## src/rtl/sram_bridge_if.sv

```systemverilog
// sram_bridge_if -- bus bundle between a byte-wide CPU, the bridge and a
// 16-bit asynchronous SRAM.
//   CPU side : address, out (write data), we, in (read data), ce (stall)
//   SRAM side: sram_addr, sram_dq_i, sram_dq_o, sram_dq_oe, active-low strobes
// The bridge connects through the slave modport; the CPU/SRAM side
// (or a testbench) connects through the master modport.
interface sram_bridge_if;
  logic [19:0] address;
  logic [7:0]  out;
  logic        we;
  logic [7:0]  in;
  logic        ce;
  logic [18:0] sram_addr;
  logic [15:0] sram_dq_i;
  logic [15:0] sram_dq_o;
  logic        sram_dq_oe;
  logic        sram_oe_n;
  logic        sram_we_n;
  logic        sram_lb_n;
  logic        sram_ub_n;

  modport master (
    output address, out, we, sram_dq_i,
    input  in, ce, sram_addr, sram_dq_o, sram_dq_oe,
           sram_oe_n, sram_we_n, sram_lb_n, sram_ub_n
  );

  modport slave (
    input  address, out, we, sram_dq_i,
    output in, ce, sram_addr, sram_dq_o, sram_dq_oe,
           sram_oe_n, sram_we_n, sram_lb_n, sram_ub_n
  );
endinterface

```

## src/rtl/sram_bridge.sv

```systemverilog
// sram_bridge -- connects an 8-bit CPU with a clock-enable stall input to a
// 16-bit asynchronous SRAM, with a one-word read cache in front of it.
// Ports:
//   clock : system clock, all state changes on the rising edge
//   reset : synchronous active-high reset
//   bus   : sram_bridge_if.slave (CPU request/response + SRAM pins)
// Parameter:
//   WAIT  : extra SRAM access cycles beyond one (0..15)
// A read hit completes with ce=1 in the same cycle. A miss stalls the CPU
// through one IDLE cycle plus WAIT+1 READ cycles, fills the cache, then hits.
// Writes go straight to SRAM (write-through on a cached word, no allocate)
// and finish with a single WACK cycle so a held write is never repeated.
module sram_bridge #(
  parameter int WAIT = 1
) (
  input  logic         clock,
  input  logic         reset,
  sram_bridge_if.slave bus
);

  localparam logic [1:0] IDLE  = 2'd0;
  localparam logic [1:0] READ  = 2'd1;
  localparam logic [1:0] WRITE = 2'd2;
  localparam logic [1:0] WACK  = 2'd3;

  localparam logic [3:0] WAIT_CNT = 4'(WAIT);

  logic [1:0]  state_reg, state_next;
  logic [3:0]  cnt_reg, cnt_next;
  logic        valid_reg;
  logic [18:0] tag_reg;
  logic [15:0] data_reg;
  logic [7:0]  in_reg;

  logic [18:0] word;
  logic        hit;
  logic        last_cycle;
  logic [15:0] merged;

  assign word       = bus.address[19:1];
  assign hit        = valid_reg && (tag_reg == word);
  assign last_cycle = (cnt_reg == 4'd0);

  // Cached word with the addressed byte replaced by the CPU write data.
  for (genvar gi = 0; gi < 2; gi++) begin : g_lane
    assign merged[gi*8 +: 8] = (bus.address[0] == 1'(gi)) ? bus.out
                                                           : data_reg[gi*8 +: 8];
  end

  always_comb begin
    state_next = state_reg;
    cnt_next   = cnt_reg;
    case (state_reg)
      IDLE: begin
        if (bus.we) begin
          state_next = WRITE;
          cnt_next   = WAIT_CNT;
        end else if (!hit) begin
          state_next = READ;
          cnt_next   = WAIT_CNT;
        end
      end
      READ: begin
        if (last_cycle) state_next = IDLE;
        else            cnt_next   = cnt_reg - 4'd1;
      end
      WRITE: begin
        if (last_cycle) state_next = WACK;
        else            cnt_next   = cnt_reg - 4'd1;
      end
      WACK:    state_next = IDLE;
      default: state_next = IDLE;
    endcase
  end

  always_ff @(posedge clock) begin
    if (reset) begin
      state_reg <= IDLE;
      cnt_reg   <= 4'd0;
      valid_reg <= 1'b0;
      tag_reg   <= '0;
      data_reg  <= '0;
      in_reg    <= 8'h00;
    end else begin
      state_reg <= state_next;
      cnt_reg   <= cnt_next;
      if (state_reg == IDLE && !bus.we && hit)
        in_reg <= bus.address[0] ? data_reg[15:8] : data_reg[7:0];
      if (state_reg == READ && last_cycle) begin
        valid_reg <= 1'b1;
        tag_reg   <= word;
        data_reg  <= bus.sram_dq_i;
        in_reg    <= bus.address[0] ? bus.sram_dq_i[15:8] : bus.sram_dq_i[7:0];
      end
      // Write-through keeps the cached copy coherent; misses do not allocate.
      if (state_reg == WRITE && last_cycle && hit)
        data_reg <= merged;
    end
  end

  // ce is the only combinational output; reset forces the CPU stalled.
  assign bus.ce = !reset && ((state_reg == IDLE && !bus.we && hit) ||
                             (state_reg == WACK));

  // SRAM strobes decode the registered state, so oe_n and we_n are exclusive.
  assign bus.sram_oe_n  = (state_reg != READ);
  assign bus.sram_we_n  = (state_reg != WRITE);
  assign bus.sram_lb_n  = (state_reg == READ)  ? 1'b0 :
                          (state_reg == WRITE) ? bus.address[0] : 1'b1;
  assign bus.sram_ub_n  = (state_reg == READ)  ? 1'b0 :
                          (state_reg == WRITE) ? ~bus.address[0] : 1'b1;
  assign bus.sram_dq_oe = (state_reg == WRITE);
  assign bus.sram_dq_o  = (state_reg == WRITE) ? {bus.out, bus.out} : 16'h0000;
  assign bus.sram_addr  = word;
  assign bus.in         = in_reg;

endmodule

```

## src/flat_wrapper.sv

```systemverilog
// flat-port wrapper written by rule: the top's interface ports become plain ports
module sram_bridge_flat 
#(
  parameter int WAIT = 1
)
  (clock, reset, bus_address, bus_out, bus_we, bus_sram_dq_i, bus_in, bus_ce, bus_sram_addr, bus_sram_dq_o, bus_sram_dq_oe, bus_sram_oe_n, bus_sram_we_n, bus_sram_lb_n, bus_sram_ub_n);
  sram_bridge_if bus_i ();
  input  logic clock;
  input  logic reset;
  input wire logic [$bits(bus_i.address)-1:0] bus_address;
  input wire logic [$bits(bus_i.out)-1:0] bus_out;
  input wire logic [$bits(bus_i.we)-1:0] bus_we;
  input wire logic [$bits(bus_i.sram_dq_i)-1:0] bus_sram_dq_i;
  output wire logic [$bits(bus_i.in)-1:0] bus_in;
  output wire logic [$bits(bus_i.ce)-1:0] bus_ce;
  output wire logic [$bits(bus_i.sram_addr)-1:0] bus_sram_addr;
  output wire logic [$bits(bus_i.sram_dq_o)-1:0] bus_sram_dq_o;
  output wire logic [$bits(bus_i.sram_dq_oe)-1:0] bus_sram_dq_oe;
  output wire logic [$bits(bus_i.sram_oe_n)-1:0] bus_sram_oe_n;
  output wire logic [$bits(bus_i.sram_we_n)-1:0] bus_sram_we_n;
  output wire logic [$bits(bus_i.sram_lb_n)-1:0] bus_sram_lb_n;
  output wire logic [$bits(bus_i.sram_ub_n)-1:0] bus_sram_ub_n;
  assign bus_i.address = bus_address;
  assign bus_i.out = bus_out;
  assign bus_i.we = bus_we;
  assign bus_i.sram_dq_i = bus_sram_dq_i;
  assign bus_in = bus_i.in;
  assign bus_ce = bus_i.ce;
  assign bus_sram_addr = bus_i.sram_addr;
  assign bus_sram_dq_o = bus_i.sram_dq_o;
  assign bus_sram_dq_oe = bus_i.sram_dq_oe;
  assign bus_sram_oe_n = bus_i.sram_oe_n;
  assign bus_sram_we_n = bus_i.sram_we_n;
  assign bus_sram_lb_n = bus_i.sram_lb_n;
  assign bus_sram_ub_n = bus_i.sram_ub_n;
  sram_bridge #(.WAIT(WAIT)) u_core (.clock(clock), .reset(reset), .bus(bus_i));
endmodule
```

## config.mk

```make
export PLATFORM = sky130hd
export DESIGN_NAME = sram_bridge_flat
export DESIGN_NICKNAME = d
export VERILOG_FILES = /design/src/rtl/sram_bridge_if.sv /design/src/rtl/sram_bridge.sv /design/src/flat_wrapper.sv
export SDC_FILE = /design/constraint.sdc
export NUM_CORES = 1
export LEC_CHECK = 0
export ABC_AREA = 1
export CAP_MARGIN = 20
export CORE_ASPECT_RATIO = 0.5
export CORE_MARGIN = 2
export CORE_UTILIZATION = 48
export CTS_BUF_LIST = sky130_fd_sc_hd__clkbuf_16
export DETAILED_ROUTE_END_ITERATION = 6
export GPL_TIMING_DRIVEN = 0
export PLACE_DENSITY = 0.87
export SYNTH_ARGS = -nofsm -noshare
export SYNTH_HDL_FRONTEND = slang
export SYNTH_SLANG_ARGS = --single-unit
```

## constraint.sdc

```tcl
create_clock -name clock -period 2 [get_ports clock]
set_clock_uncertainty 0.1 [all_clocks]
set_input_delay 0.4 -clock clock [delete_from_list [all_inputs] [get_ports clock]]
set_output_delay 0.4 -clock clock [all_outputs]
set_load 0.05 [all_outputs]
```

* Yosys cells after proc, flatten, opt, wreduce, memory -nomap -nowiden
Cells that the tools add are included.
** Operators by class
- Bitwise logic cells :: 1
- $add $sub $neg :: 1
- Reduce and logical (&&, ||, !) cells :: 20
- Eq/ne operators :: 12
- Muxes and demuxes :: 22
** Operators by type and width (number)
- 16-bit 2-to-1 mux :: 3
- 8-bit 2-to-1 mux :: 6
- 19-bit == test :: 1
- 4-bit 2-to-1 mux :: 3
- 2-bit 2-to-1 mux :: 4
- 2-bit != test (second input constant) :: 4
- 2-bit case mux with 4 select lines :: 1
- 4-bit case mux with 2 select lines :: 1
- 1-bit logical AND :: 7
- 2-bit by 1-bit != test with 1-bit output (second input constant) :: 3
- 3-bit AND reduction :: 2
- 2-bit nonzero test :: 3
- 2-bit == test (second input constant) :: 2
- 4-bit zero test :: 1
- 1-bit 2-to-1 mux :: 4
- 2-bit AND reduction :: 2
- 4-bit by 1-bit subtractor with 4-bit output (second input constant) :: 1
- 3-bit != test (second input constant) :: 1
- 2-bit by 1-bit == test with 1-bit output (second input constant) :: 1
- 1-bit zero test :: 2
- 2-bit zero test :: 1
- 2-bit OR reduction :: 1
- 1-bit logical OR :: 1
- 1-bit NOT :: 1
** Storage, ports and cells
- Register bits :: 50
- Logic and storage cells :: 63
- Input port bits :: 47
- Output and inout port bits :: 49

* Logic depth before layout (Yosys ltp)
Gate-level depths: netlist (run 1).
- Depth after elaboration :: 5
- Depth in mapped cells :: 15
- Mapped depth without buffers :: 14

* Least setup slack after synthesis (run 1)
Ideal clock, no wire load.
- Path kind :: reg-to-reg
- Start :: register u_core.state_reg[0]
- End :: register u_core.data_reg[13]
- Clock period less this slack :: 2.500 ns
- Arrival time :: 2.287 ns
- Stages on the path, launching flop included :: 12
- Data required time :: 1.787 ns
- Path slack :: -0.500 ns
- Path through :: dfxtp_1 -> inv_1 -> ha_1 -> inv_1 -> nor2_2 -> buf_2 -> nand3_1 -> nand2_4 -> buf_6 -> nand2_1 -> nand2_1 -> nor2_1
** Between the ends
- Cells in the longest elaborated chain, start to end :: 5
- Elaborated cells on any way between the ends :: 9
- Classes of those cells :: 3 x eq/ne; 1 x mux; 5 x reduce/logical
** Ends and longest elaborated chain
- from (decl) :: line sram_bridge.sv:28 : logic [1:0] state_reg, state_next;
- from (signal assigned) :: line sram_bridge.sv:85 : state_reg <= state_next;
- 2-bit == test *
- via bus_sram_dq_oe :: line flat_wrapper.sv:18 : output wire logic [$bits(bus_i.sram_dq_oe)-1:0] bus_sram_dq_oe;
- 1-bit logical AND * (2 in series) :: line sram_bridge.sv:96 : if (state_reg == WRITE && last_cycle && hit)
- 2-bit != test (no line) or 2-bit nonzero test (tied branches)
- 2-bit AND reduction (no line)
- to (signal assigned) :: line sram_bridge.sv:92 : data_reg <= bus.sram_dq_i;
- to (signal assigned) :: line sram_bridge.sv:97 : data_reg <= merged;
- to (decl) :: line sram_bridge.sv:32 : logic [15:0] data_reg;
Mark *: on every way through the listed nets, which the timed path passes. The rest lies on a longest branch.
A chain may end at the register's enable or synchronous reset.

* Worst setup path after layout (run 1)
- Start :: register u_core.tag_reg[15]
- End :: output bus_ce
** Between the ends
- Cells in the longest elaborated chain, start to end :: 5
** Ends and longest elaborated chain
- from (decl) :: line sram_bridge.sv:31 : logic [18:0] tag_reg;
- from (signal assigned) :: line sram_bridge.sv:91 : tag_reg <= word;
- 19-bit == test :: line sram_bridge.sv:41 : assign hit = valid_reg && (tag_reg == word);
- 1-bit logical AND :: line sram_bridge.sv:41
- 1-bit logical AND :: line sram_bridge.sv:102 : assign bus.ce = !reset && ((state_reg == IDLE && !bus.we && hit) ||
- 1-bit logical OR :: line sram_bridge.sv:102
- 1-bit logical AND :: line sram_bridge.sv:102
- to (decl) :: line flat_wrapper.sv:15 : output wire logic [$bits(bus_i.ce)-1:0] bus_ce;
Every way passes these cells.

==> results.tsv, run 1 <==
stage	metric	value	unit
routing	post-route ant nets	0	
routing	DRT iter0 DRCs	362	
pwr	Pwr Density	1190	nW/um2
sta	Worst Setup Slack, final	-265	ps
sta	Worst Tran Pin Value	494	ps
clock_tree	htree depth	2	
synthesis	Post-synth EDFFs	0	
synthesis	asr flop ratio synth	0	
worst_setup_path	required time worst endpoint	1500	ps
routing	DRC viols	0	
synthesis	sequential area share after synthesis	0.305	
synthesis	dominant synthesized flop cell	dfxtp_1	
synthesis	syn avg cell area	6.07	um2
die	Die Width	121	um
placement	RD Place Congestion	0.889	
synthesis	post-synth top area share	0.305	
synthesis	Synth Area in Compound Gates	0.127	
sta	pins over their slew limit	0	
pwr	P_leak	2.49	nW
routing	Avg WL per Cell	13.9	um
final_layout	Largest register FFs	19	
sta	crit share post-route	1.13	
synthesis	most common cell in the netlist	nand2_1	
synthesis	Synth Area in Adders	0.0305	
clock_tree	clk slew on worst S/H paths	80	ps
worst_setup_path	CP endpoint kind	primary output	
clock_tree	clock sink count	50	
sta	max_slew headroom	0.670	
global_routing	first-pass GRT wire length	15400	um
synthesis	register bit count reported by yosys	50	
final_layout	layout cell share with drive strength beyond 1	0.296	
synthesis	xor/xnor share of the synthesized area	0.00267	
synthesis	Synth Instances	541	
global_routing	largest net degree at the start of global routing	18	
synthesis	post-synth cell types	28	
sta	RSZ-0062 raised after global routing	yes	
sta	tightest hold margin	330	ps
pwr	peak supply drop	577	uV
placement	Final HPWL DP	6280	um
job	MaxCap Viol Count	0	
final_layout	diode count	0	
die	I/O Pins	96	
synthesis	Synth Net Count	596	
clock_tree	CTS buffer count	5	
synthesis	top post-synthesis cells by area	dfxtp_1 30%, nand2_1 19%, nor2_1 8.8%	
synthesis	most common library cells after synthesis	168 x nand2_1, 77 x nor2_1, 74 x inv_1	
synthesis	mux contribution to synthesized area	0.00609	
synthesis	Post-Synth Simple-Gate Area	0.347	
global_routing	vias in the first global route	3526	
die	Core ar.	6650	um2
clock_tree	clock buffer depth	2	
clock_tree	clock latency on the worst-skew pair	300	ps
clock_tree	Root Buffer	clkbuf_16	
final_layout	filler cell count	472	
final_layout	area growth from synthesis to layout	55.8	%
routing	Via density	5.15	
sta	Period minus WS final	2260	ps
routing	Detailed Routing Iterations Pass 1	6	
worst_setup_path	CP startpoint kind	flip-flop	
sta	Final Setup Violations	17	
synthesis	area leader, netlist	dfxtp_1	
global_routing	GRT overflow	0	
routing	routed via count	3914	
synthesis	synthesized area	3290	um2
die	Die H	62.5	um
synthesis	Yosys warnings	0	
die	Die Footprint	7560	um2
global_routing	initial antenna violation count	0	
final_layout	Final Instance Area	5120	um2
sta	Fmax achieved	442	MHz
outcome	failing checks	setup timing	
global_routing	GRT Total Usage	0.252	
clock_tree	CTS tree	done	
routing	DRT Wirelength	10500	um
placement	Port Buffers	95	
sta	Sum Neg Setup Slack	-1980	ps
die	row count	21	
placement	DP Worst Slack	-1330	ps
min_path	Hold Crit Class	in -> reg	
synthesis	largest family of logic cells by synthesized area	simple AND/OR/NAND/NOR gates	
placement	placed instance area	4460	um2
die	Initial Util	0.494	
worst_setup_path	Setup CP Type	reg -> out	
sta	Final Hold Viols	0	
final_layout	Final Util	0.770	
outcome	outcome	finished with violations	
worst_setup_path	crit path DAT	1760	ps
final_layout	nets	722	
worst_setup_path	crit path max fanout	2	
[metrics by stage]
step,power (mW),std cells
6_report,6.09,760
4_1_cts,5.59,754
3_3_place_gp,4.37,728
3_5_place_dp,4.43,728
5_1_grt,6.40,760
2_1_floorplan,3.63,541
[where the power goes]
| part | switching [mW] | internal [mW] |
|---|---|---|
| Combinational | 2.26 | 1.34 |
| Sequential | 0.174 | 1.30 |
| Clock | 0.420 | 0.598 |
[path summary, 6_finish.rpt]
| kind | cells after the start | to | from | slack, ps |
|---|---|---|---|---|
| worst max-delay path | 9 | bus_ce | u_core.tag_reg[15] | -260 |
| worst min-delay path | 3 | u_core.tag_reg[1] | bus_address[2] | 330 |
| worst max register to register | 16 | u_core.data_reg[14] | u_core.tag_reg[16] | -170 |
| worst min register to register | 2 | u_core.tag_reg[13] | u_core.tag_reg[13] | 360 |
[metal layers]
layer / global-route usage / wire length (um)
met2: 0.449 / 5240
met5: 0 / 0
met4: 0.0887 / 232
met1: 0.301 / 4230
met3: 0.0493 / 841
[critical path: stages (launching register included)]
cell	delay, ps
dfxtp_1	380
xnor2_2	130
nand2_1	100
nor2_4	110
nand3_2	100
nor2_4	160
buf_8	130
nand2_8	50
a21oi_4	130
buf_6	170
[layout by cell type (no fill, tap or decap), types with 2 or more instances in the layout]
cell / instances
buf_8: 12
nand3_1: 15
clkdlybuf4s15_2: 4
clkinvlp_4: 9
nand2_4: 11
clkbuf_16: 7
dlygate4sd2_1: 23
buf_6: 12
mux2i_1: 2
o31ai_2: 2
clkbuf_2: 10
clkbuf_1: 2
nand2_1: 151
o31ai_1: 2
nand2_2: 11
inv_1: 58
dfxtp_2: 7
a21oi_2: 2
buf_2: 11
nor2_2: 10
clkdlybuf4s50_1: 35
dfxtp_1: 42
clkdlybuf4s15_1: 5
nor2_1: 56
buf_4: 41
ha_1: 6
nand4_1: 2
nand2_8: 3
o21ai_0: 28
nor2_4: 16
o211ai_1: 7
inv_2: 11
a21oi_1: 31
clkbuf_4: 7
[layout make-up]
class | instances | area (um2) | share of cell area
sequential | 50 | 1010 | 0.198
multi-input combinational | 365 | 1990 | 0.389
buffer | 46 | 384 | 0.0750
inverter | 80 | 337 | 0.0657
timing repair buffer | 119 | 1100 | 0.216
tap | 92 | 115 | 0.0225
clock inverter | 3 | 47.5 | 0.00929
clock buffer | 5 | 125 | 0.0244
[cell families (layout without fill, tap and decap cells)]
kind of cell,Yosys count,after routing
xor+xnor,1,1
fa+ha+maj,8,8
mux,2,2
flops,50,50
buf+inv,126,253
compound gates,77,77
simple gates,277,277
[what timing repair did]
action / CTS / global route
cloned: 1 / 3
pin swaps: 15 / 14
hold buffers: 0 / 0
setup buffers: 17 / 3
endpoints found under the setup margin: 91 / 63
resized for setup: 221 / 96
No activity file was read; power rests on OpenSTA's default activity.
==> run 2: changes to the inputs <==
Settings changed: PLACE_DENSITY 0.87 to 0.83.
==> run 2 against run 1 <==
- sequential power hardly changed
- setup slack better by 19 ps
- utilization is 1.0 points higher
- the flow finishes with violations (DRC, setup timing)
==> results.tsv, run 2 (same netlist as run 1, synthesis figures left out) <==
stage	metric	value	unit
pwr	clock power share	0.160	
placement	placed instance area	4460	um2
sta	Period minus WS final	2250	ps
die	Die Footprint	7560	um2
die	row count	21	
global_routing	first-pass GRT wire length	15900	um
min_path	Hold Path Origin	u_core.tag_reg[14]	
routing	Detailed Routing Iterations Pass 1	7	
job	MaxCap Viol Count	0	
sta	Final Hold Viols	0	
routing	post-route ant nets	0	
pwr	sw power	2.87	mW
worst_setup_path	CP startpoint kind	flip-flop	
outcome	failing checks	DRC, setup timing	
sta	pins over their slew limit	0	
sta	crit share post-route	1.12	
pwr	P_leak	2.53	nW
clock_tree	clock sink count	50	
sta	Fmax achieved	445	MHz
pwr	Pwr Density	1190	nW/um2
final_layout	area growth from synthesis to layout	57.9	%
sta	Worst Setup Slack, final	-246	ps
placement	RD Place Congestion	0.860	
final_layout	Largest register FFs	19	
sta	Worst Tran Pin Value	519	ps
routing	DRT iter0 DRCs	340	
final_layout	diode count	0	
die	Die Width	121	um
placement	placed cell count	728	
clock_tree	Root Buffer	clkbuf_16	
pwr	internal power	3.30	mW
clock_tree	clk slew on worst S/H paths	70	ps
min_path	Hold Crit Class	reg -> reg	
worst_setup_path	R2R Path Start	u_core.state_reg[0]	
pwr	register share of total power	0.242	
routing	Avg WL per Cell	14.6	um
final_layout	Final Instance Area	5190	um2
die	Core ar.	6650	um2
worst_setup_path	crit path max fanout	2	
sta	max_slew headroom	0.653	
placement	DP Worst Slack	-1360	ps
final_layout	filler cell count	456	
global_routing	vias in the first global route	3541	
global_routing	GRT overflow	0	
global_routing	initial antenna violation count	0	
worst_setup_path	CP endpoint kind	primary output	
outcome	outcome	finished with violations	
pwr	Comb power frac	0.599	
clock_tree	clock latency on the worst-skew pair	300	ps
routing	routed via count	3964	
pwr	peak supply drop	468	uV
die	Initial Util	0.494	
final_layout	commonest non-fill, non-tap cell in the layout	nand2_1	
sta	RSZ-0062 raised after global routing	yes	
final_layout	nets	724	
final_layout	Final Util	0.780	
pwr	switching share of power	0.465	
clock_tree	CTS tree	done	
final_layout	layout cell share with drive strength beyond 1	0.334	
global_routing	largest net degree at the start of global routing	16	
global_routing	GRT Total Usage	0.261	
worst_setup_path	crit path DAT	1750	ps
placement	Final HPWL DP	6630	um
sta	Sum Neg Setup Slack	-321	ps
clock_tree	CTS buffer count	5	
worst_setup_path	required time worst endpoint	1500	ps
die	I/O Pins	96	
sta	Final Setup Violations	6	
die	Die H	62.5	um
routing	DRC viols	3	
worst_setup_path	crit path from	u_core.tag_reg[4]	
placement	Port Buffers	95	
routing	Via density	5.20	
clock_tree	clock buffer depth	2	
clock_tree	htree depth	2	
final_layout	commonest non-fill, non-tap cells in the layout	144 x nand2_1, 59 x nor2_1, 52 x inv_1	
routing	DRT Wirelength	11100	um
final_layout	Post-Layout Cell Count	762	
worst_setup_path	Setup CP Type	reg -> out	
-- run 2: cell count changes in the layout (fill, tap and decap cells not counted), moves of 5 or more --
cell,before,now
nor2_4,16,6
dfxtp_1,42,35
dfxtp_2,7,14
nand2_1,151,144
nor2_2,10,17
inv_1,58,52
inv_2,11,17
nand2_2,11,17
clkdlybuf4s15_2,4,9
-- run 2: power by group through the flow --
stage                     clock [mW]  combinational [mW]  sequential [mW]
after global routing            1.02                3.97             1.52
after CTS                      0.971                3.27             1.45
after floorplan                    0                2.06             1.57
final                          0.985                3.70             1.49
after detailed placement           0                2.97             1.47
after global placement             0                2.91             1.46
-- run 2: critical path, cell delays in order (launching register included) --
cell     delay (ps)
dfxtp_2         340
inv_2            40
nand2_2          60
nand2_2          60
nor2_2          140
nand4_1         160
nor2_4          170
buf_6           140
nand2_8          50
a21oi_4         120
buf_6           170
-- run 2: through the flow --
step                      total power [mW]  hold WS (ps)
final                                 6.18           351
after global routing                  6.51           372
after CTS                             5.69           365
after detailed placement              4.44           354
after global placement                4.37           341
after floorplan                       3.63           324
-- run 2: final timing paths --
kind,endpoint,cells after the start,slack [ps]
worst min register to register,u_core.tag_reg[14],2,350
worst max-delay path,bus_ce,10,-250
worst max register to register,u_core.data_reg[14],11,-20
worst min-delay path,u_core.tag_reg[14],2,350
-- run 2: per-layer routing --
layer / track usage / part of all wire / vias up
met5: 0 / 0 / -
met3: 0.0447 / 0.079 / 40
met2: 0.470 / 0.49 / 216
met1: 0.314 / 0.40 / 1813
li1: - / - / 1895
met4: 0.0945 / 0.032 / 0
-- run 2: timing repair --
action	in CTS	in global routing
resized for setup	243	94
setup endpoints to repair	91	50
setup buffers	22	7
pin swaps	19	22
cloned	2	1
hold buffers	0	0
-- run 2: final cells by class --
class	instances	area [um2]	area share
plain buffers	46	374	0.0721
well taps	92	115	0.0222
clock inverters	3	41.3	0.00796
flip-flops and latches	50	1020	0.197
clock buffers	5	125	0.0241
inverters	80	339	0.0654
repair buffers	121	1170	0.225
multi-input cells	365	2000	0.386
